**config.mk**
```make
export PLATFORM = sky130hd
export DESIGN_NAME = uart_tx_tick
export DESIGN_NICKNAME = d
export VERILOG_FILES = /design/src/rtl/uart_tx_tick.sv
export SDC_FILE = /design/constraint.sdc
export NUM_CORES = 1
export LEC_CHECK = 0
export CAP_MARGIN = 20
export CORE_UTILIZATION = 60
export DETAILED_ROUTE_END_ITERATION = 16
export DONT_BUFFER_PORTS = 1
export PLACE_DENSITY = 0.79
export REMOVE_ABC_BUFFERS = 1
export SLEW_MARGIN = 20
export SYNTH_ARGS = -nofsm -noshare
export SYNTH_HDL_FRONTEND = slang
export SYNTH_SLANG_ARGS = --single-unit
export TNS_END_PERCENT = 10
```
**constraint.sdc**
```tcl
create_clock -name clock -period 3.9 [get_ports clock]
set_input_delay 0.975 -clock clock [delete_from_list [all_inputs] [get_ports clock]]
set_output_delay 0.975 -clock clock [all_outputs]
set_load 0.05 [all_outputs]
```
**src/rtl/uart_tx_tick.sv**
```systemverilog
// uart_tx_tick: tick-paced UART transmitter.
// Frame format: start bit, DATA_BITS data bits sent LSB first, an optional
// parity bit, then STOP_BITS stop bits. Each line level starts on the clock
// after a tick_i strobe. The upstream pulse period therefore sets the baud rate.
// Ports:
//   clock    system clock, rising edge
//   reset    asynchronous active-high reset
//   tick_i   one-clock bit-time strobe
//   data_i   word to send, sampled on valid_i && ready_o
//   valid_i  upstream word available
//   ready_o  word can be accepted (registered)
//   tx_o     serial line, idle high (registered)
//   busy_o   frame pending or in progress (registered)
module uart_tx_tick #(
  parameter int unsigned DATA_BITS = 8,
  parameter int unsigned PARITY    = 0,
  parameter int unsigned STOP_BITS = 1
) (
  input  logic                 clock,
  input  logic                 reset,
  input  logic                 tick_i,
  input  logic [DATA_BITS-1:0] data_i,
  input  logic                 valid_i,
  output logic                 ready_o,
  output logic                 tx_o,
  output logic                 busy_o
);

  if (DATA_BITS < 5 || DATA_BITS > 9) begin : g_bad_data_bits
    $error("uart_tx_tick: DATA_BITS must be 5..9");
  end
  if (PARITY > 2) begin : g_bad_parity
    $error("uart_tx_tick: PARITY must be 0, 1 or 2");
  end
  if (STOP_BITS < 1 || STOP_BITS > 2) begin : g_bad_stop_bits
    $error("uart_tx_tick: STOP_BITS must be 1 or 2");
  end

  localparam logic [3:0] DATA_BITS_C = 4'(DATA_BITS);
  localparam logic [1:0] STOP_BITS_C = 2'(STOP_BITS);

  typedef enum logic [2:0] {
    S_IDLE,
    S_ARMED,
    S_START,
    S_DATA,
    S_PARITY,
    S_STOP
  } state_t;

  state_t               state_q, state_d;
  logic [DATA_BITS-1:0] shift_q, shift_d;
  logic [3:0]           bit_cnt_q, bit_cnt_d;
  logic [1:0]           stop_cnt_q, stop_cnt_d;
  logic                 par_q, par_d;
  logic                 tx_q, tx_d;
  logic                 ready_q, ready_d;
  logic                 busy_q, busy_d;

  always_ff @(posedge clock or posedge reset) begin
    if (reset) begin
      state_q    <= S_IDLE;
      shift_q    <= '0;
      bit_cnt_q  <= '0;
      stop_cnt_q <= '0;
      par_q      <= 1'b0;
      tx_q       <= 1'b1;
      ready_q    <= 1'b1;
      busy_q     <= 1'b0;
    end else begin
      state_q    <= state_d;
      shift_q    <= shift_d;
      bit_cnt_q  <= bit_cnt_d;
      stop_cnt_q <= stop_cnt_d;
      par_q      <= par_d;
      tx_q       <= tx_d;
      ready_q    <= ready_d;
      busy_q     <= busy_d;
    end
  end

  always_comb begin
    state_d    = state_q;
    shift_d    = shift_q;
    bit_cnt_d  = bit_cnt_q;
    stop_cnt_d = stop_cnt_q;
    par_d      = par_q;
    tx_d       = tx_q;

    unique case (state_q)
      S_IDLE: begin
        tx_d = 1'b1;
        // A tick in the acceptance cycle is ignored. The start bit waits for the next tick.
        if (valid_i && ready_q) begin
          shift_d = data_i;
          par_d   = 1'b0;
          state_d = S_ARMED;
        end
      end
      S_ARMED: begin
        if (tick_i) begin
          tx_d    = 1'b0;
          state_d = S_START;
        end
      end
      S_START: begin
        if (tick_i) begin
          tx_d      = shift_q[0];
          par_d     = par_q ^ shift_q[0];
          shift_d   = shift_q >> 1;
          bit_cnt_d = 4'd1;
          state_d   = S_DATA;
        end
      end
      S_DATA: begin
        if (tick_i) begin
          if (bit_cnt_q < DATA_BITS_C) begin
            tx_d      = shift_q[0];
            par_d     = par_q ^ shift_q[0];
            shift_d   = shift_q >> 1;
            bit_cnt_d = bit_cnt_q + 4'd1;
          end else if (PARITY != 0) begin
            // par_q holds the XOR of all data bits, which is the even-parity bit.
            tx_d    = (PARITY == 1) ? ~par_q : par_q;
            state_d = S_PARITY;
          end else begin
            tx_d       = 1'b1;
            stop_cnt_d = 2'd1;
            state_d    = S_STOP;
          end
        end
      end
      S_PARITY: begin
        if (tick_i) begin
          tx_d       = 1'b1;
          stop_cnt_d = 2'd1;
          state_d    = S_STOP;
        end
      end
      S_STOP: begin
        if (tick_i) begin
          if (stop_cnt_q < STOP_BITS_C) begin
            stop_cnt_d = stop_cnt_q + 2'd1;
          end else begin
            state_d = S_IDLE;
          end
        end
      end
      default: begin
        state_d = S_IDLE;
        tx_d    = 1'b1;
      end
    endcase

    // Handshake flags follow the next state. They change on the same edge as the state transition.
    ready_d = (state_d == S_IDLE);
    busy_d  = ~ready_d;
  end

  assign ready_o = ready_q;
  assign tx_o    = tx_q;
  assign busy_o  = busy_q;

endmodule

```
==> flow_summary.toml, run 1 <==
[timing]
slew_headroom = 0.5115
fin_skew_ns = 0.007050
setup-violations-final = 0
rsz0062_at_grt = "no"
post-route-period-util = 0.5137
holdWs_ns = 0.5217
tns_ns = 0
finalMaxSlewViolations = 0
fin_ws_ns = 1.897
worst_pin_slew_ns = 0.7319
fin_crit_ns = 2.004
final_hold_viol_count = 0
fmax_mhz = 499.1

[global_routing]
overflow = 0
grt_pass1_wl_um = 2856
grt_pass1_vias = 625
grt_max_degree = 21
grt_antenna_before_repair = 0
grt_usage = 0.2005

[clock_tree]
cts_buffers = 3
cts_setup_buffers = 0
cts_tree = "built"
post_cts_resized = 0
cts_htree_levels = 1
cts_sinks = 20
hold_buffers = 0
clock-root-buffer = "clkbuf_4"
clk_latency_ns = 0.30
clk_path_buf_depth = 2
path_clk_slew_ns = 0.11

[logic_synthesis]
synth_top_area_cell = "dfrtp_1"
synth.distinct_cells = 30
syn-cell-area_um2 = 1086
avgSynthCellArea_um2 = 10.54
ys.warnings.count = 0
synth_edf_count = 0
synth.most_common_cell = "dfrtp_1"
synth_common_cells = "dfrtp_1 (18), a21oi_1 (11), mux2_2 (10), nor2_1 (9)"
async_flop_share = 1.000
netlist_top_cells_area = "dfrtp_1 (41%), mux2_2 (10%), mux2_4 (5.5%)"
synth.ff_latch_count = 20
syn-instance-count = 103
synth_seq_area_share = 0.4631
synth_top_area_frac = 0.4147
synth_ff_type = "dfrtp_1"

[critical_path]
r2r_slack_ns = 2.26
worstSetupStartpointType = "flip-flop"
crit-reg2reg-launch = "ready_o"
crit_type = "flip-flop to primary output"
worstSetupEndpointType = "primary output"
worstPathRequired_ns = 2.92
r2r_end = "shift_q[4]"
crit_fanout = 3
cp.depth = 0
arrival_ns = 1.03
ff2ff_path_depth = 4

[worst_hold_path]
holdPathEnd = "shift_q[5]"
hp-class = "flip-flop to flip-flop"
worstHoldStart = "shift_q[5]"
min_path_cells = 1

[power_and_ir_drop]
p_leak_nw = 0.5230
switching_share = 0.3775
seq_power_share = 0.430
power_mw = 1.045
powerDensity_nw_per_um2 = 924.0
switchingPower_mw = 0.3945
p_int_mw = 0.6506
ir_worst_vdd_v = 0.0005841
p_comb_frac = 0.411
clockPowerShare = 0.158

[layout]
synthToLayoutAreaGrowth_pct = 4.147
antenna_cells = 0
fin_util = 0.6623
fin_cells = 128
final_nets = 118
finalInstanceArea_um2 = 1131
drive_gt1_frac = 0.2330

[placement]
place.detailed.hpwl_um = 1189
gp_congestion = 0.7227
place_area_um2 = 1079
io_buffer_count = 0
dp_slack_ns = 1.910
dpl.cell_count = 124

[flow_run]
drv_cap = 0

[drt]
wl_um = 1719
vias_per_cell = 5.633
ant_nets = 0
drc_errors = 0
dr.pass1.iters = 4
vias = 721
wl_per_cell_um = 13.43
drt-initial-drc-count = 18

[floorplan]
start_util = 0.6359
die_h_um = 44.55
die_w_um = 44.55
design.core.area_um2 = 1708
die_area_um2 = 1984
io_pins = 15
num_rows = 15

[status]
status = "completed"
==> final cells by class <==
class                   count  area, µm²
well taps                  25      31.28
fillers                   143      576.8
multi-input cells          71      514.2
clock inverters             1      30.03
clock buffers               3      22.52
inverters                   8      30.03
flip-flops and latches     20      503.0
==> worst max-delay path by stage <==
stage / start / endpoint
3_5_place_dp: valid_i / shift_q[4]
3_3_place_gp: valid_i / shift_q[4]
2_1_floorplan: valid_i / shift_q[0]
5_1_grt: tx_o / tx_o
6_report: tx_o / tx_o
4_1_cts: tx_o / tx_o
==> cells in the final DEF, fill, tap and decap left out, types with 2 or more instances in the layout <==
| master | instances |
|---|---|
| clkbuf_4 | 3 |
| mux2_4 | 4 |
| nand2_1 | 8 |
| o21ai_0 | 4 |
| dfstp_2 | 2 |
| nor2_1 | 9 |
| dfrtp_1 | 18 |
| nand3_1 | 3 |
| inv_1 | 8 |
| nand2b_1 | 2 |
| a21oi_1 | 11 |
| a22o_1 | 2 |
| mux2_2 | 10 |
| mux2i_1 | 2 |
| ha_1 | 2 |
==> kinds of logic (layout without fill, tap and decap cells) <==
| family | Yosys count | in the layout | share of synthesized area |
|---|---|---|---|
| AO/OA/AOI/OAI | 26 | 26 | 0.1475 |
| adder cells (fa/ha/maj) | 2 | 2 | 0.02304 |
| buffers and inverters | 12 | 12 | 0.06336 |
| flip-flops | 20 | 20 | 0.4631 |
| multiplexers | 16 | 16 | 0.1774 |
| AND/OR/NAND/NOR | 27 | 27 | 0.1256 |
==> power groups by stage <==
stage / clock, mW / combinational, mW / sequential (mW)
4_1_cts: 0.170 / 0.433 / 0.449
6_report: 0.166 / 0.430 / 0.450
2_1_floorplan: 0 / 0.375 / 0.424
3_3_place_gp: 0 / 0.412 / 0.449
3_5_place_dp: 0 / 0.428 / 0.453
5_1_grt: 0.177 / 0.477 / 0.465
==> sequential cells by signal (all words and copies together), names as in the netlist <==
name and cells:
stop_cnt_q 2, tx_o 1, ready_o 1, state_q 3
bit_cnt_q 4, shift_q 8, busy_o 1
==> routing by layer <==
layer,GRT usage,wire length [µm],vias up
met5,0,0,-
met4,0.09091,23,0
met3,0.04082,91,4
met2,0.2971,795,19
met1,0.2838,808,339
li1,-,-,359
Power figures use the tool's default switching activity.
==> run 2: changes to the inputs <==
--- a/config.mk
+++ b/config.mk
@@ -6,10 +6,10 @@
 export NUM_CORES = 1
 export LEC_CHECK = 0
 export CAP_MARGIN = 20
-export CORE_UTILIZATION = 60
+export CORE_UTILIZATION = 55
 export DETAILED_ROUTE_END_ITERATION = 16
 export DONT_BUFFER_PORTS = 1
-export PLACE_DENSITY = 0.79
+export PLACE_DENSITY = 0.76
 export REMOVE_ABC_BUFFERS = 1
 export SLEW_MARGIN = 20
 export SYNTH_ARGS = -nofsm -noshare
==> constraint.sdc (replaced) <==
create_clock -name clock -period 1.8 [get_ports clock]
set_input_delay 0.45 -clock clock [delete_from_list [all_inputs] [get_ports clock]]
set_output_delay 0.45 -clock clock [all_outputs]
set_load 0.05 [all_outputs]
==> flow_summary.toml, run 2 (synthesized netlist as in run 1, its figures left out) <==
[critical_path]
arrival_ns = 1.81
cpLargestDelayFamily = "flip-flops"
crit_type = "flip-flop to flip-flop"
slowest_delay_ns = 0.55
worstPathRequired_ns = 2.00
cp_slowest_cell = "dfrtp_1"
path_buf_inv = 1
worstSetupStartpointType = "flip-flop"
worstSetupEndpointType = "flip-flop"
crit_fanout = 9
crit_chain = "inv_1, o21ai_0, nand3_2, mux2_2"

[global_routing]
grt_pass1_vias = 670
grt_pass1_wl_um = 3167
met1_usage = 0.3027
grt_antenna_before_repair = 0
grt_max_degree = 21
grt_busiest_layer = "met2"
overflow = 0
use_met3 = 0.05490
grt_usage = 0.2232
met2_usage = 0.3111

[layout]
drive_gt1_frac = 0.2547
largest_register_ffs = 8
final_common_cell = "dfrtp_1"
synthToLayoutAreaGrowth_pct = 4.723
finalInstanceArea_um2 = 1137
final_cell_mix = "dfrtp_1 (18), a21oi_1 (11), mux2_2 (10)"
antenna_cells = 0
fin_util = 0.6379
final_nets = 121
reg.largest.list = "shift_q: 8 flops, bit_cnt_q: 4 flops, state_q: 3 flops"
top_register = "shift_q"
fillers = 150

[floorplan]
start_util = 0.6091
die_h_um = 46.44
io_pins = 15
num_rows = 15
die_w_um = 46.44
design.core.area_um2 = 1783
die_area_um2 = 2156

[drt]
drc_errors = 0
wl_um = 1924
drt-initial-drc-count = 27
dr.pass1.iters = 4
vias_per_cell = 5.702
wl_per_cell_um = 14.69
vias = 747
ant_nets = 0

[power_and_ir_drop]
ir_worst_vdd_v = 0.001064
powerDensity_nw_per_um2 = 1948
p_leak_nw = 0.5307
power_mw = 2.215

[clock_tree]
clk_path_buf_depth = 2
cts_sinks = 20
cts_htree_levels = 1
hold_buffers = 0
path_clk_slew_ns = 0.11
cts_buffers = 3
clock-root-buffer = "clkbuf_4"
cts_setup_buffers = 0
cts_tree = "built"
clk_latency_ns = 0.30
post_cts_resized = 0

[placement]
place_area_um2 = 1101
gp_congestion = 0.7332
place.detailed.hpwl_um = 1382
io_buffer_count = 0

[timing]
rsz0062_at_grt = "no"
fin_crit_ns = 1.611
worst_pin_slew_ns = 0.4488
tns_ns = 0
final_hold_viol_count = 0
slew_headroom = 0.7010
finalMaxSlewViolations = 0
post-route-period-util = 0.8953
fin_skew_ns = 0.007043
setup-violations-final = 0
fmax_mhz = 620.6

[flow_run]
drv_cap = 0

[worst_hold_path]
hp-class = "primary input to asynchronous set/reset pin"

[status]
status = "completed"
[run 2: through the flow]
step           setup slack, ns  hold WS, ns  instances
2_1_floorplan           0.3100       0.4123         99
3_3_place_gp            0.2810       0.3830        127
3_5_place_dp            0.2282       0.3837        127
4_1_cts                 0.2043      0.04772        131
5_1_grt                 0.1031      0.05086        131
6_report                0.1885      0.03982        131
[run 2: power by group]
| group | switching, mW | internal [mW] | total [mW] | leakage, nW |
|---|---|---|---|---|
| combinational | 0.511 | 0.533 | 1.04 | 0.278 |
| sequential | 0.234 | 0.677 | 0.911 | 0.232 |
| clock | 0.137 | 0.124 | 0.261 | 0.0210 |
| total | 0.882 | 1.33 | 2.22 | 0.531 |
[run 2: per-layer routing]
layer	share of wire	up-vias
met5	0	-
met4	0.026	0
met3	0.057	4
met2	0.46	19
met1	0.46	356
li1	-	368
[run 2: worst register-to-register path, cell delays in order (launching register included)]
cell     delay [ns]
dfrtp_1        0.55
inv_1          0.14
o21ai_0        0.23
nand3_2        0.24
mux2_2         0.35
[run 2: final timing paths]
path / startpoint / to / slack [ns] / depth (start not counted)
max: state_q[1] / shift_q[3] / 0.19 / 4
max in group asynchronous: reset / tx_o / 1.49 / 2
min reg2reg: shift_q[1] / shift_q[1] / 0.52 / 1
min in group clock: data_i[7] / shift_q[7] / 0.27 / 2
max reg2reg: state_q[1] / shift_q[3] / 0.19 / 4
min: reset / shift_q[0] / 0.04 / 2
[run 2: area by class of cell]
class / count / area, µm² / share of cell area
Tap cell: 25 / 31.28 / 0.02750
Sequential cell: 20 / 503.0 / 0.4422
Clock buffer: 4 / 36.28 / 0.03190
Multi-Input combinational cell: 71 / 514.2 / 0.4521
Inverter: 8 / 30.03 / 0.02640
Timing Repair Buffer: 3 / 22.52 / 0.01980
==> run 3: changes to the inputs <==
--- a/config.mk
+++ b/config.mk
@@ -5,7 +5,7 @@
 export SDC_FILE = /design/constraint.sdc
 export NUM_CORES = 1
 export LEC_CHECK = 0
-export CAP_MARGIN = 20
+export CAP_MARGIN = 25
 export CORE_UTILIZATION = 55
 export DETAILED_ROUTE_END_ITERATION = 16
 export DONT_BUFFER_PORTS = 1
==> results of run 3 <==
The final DEF is identical to that of run 2; final timing and power are the same.
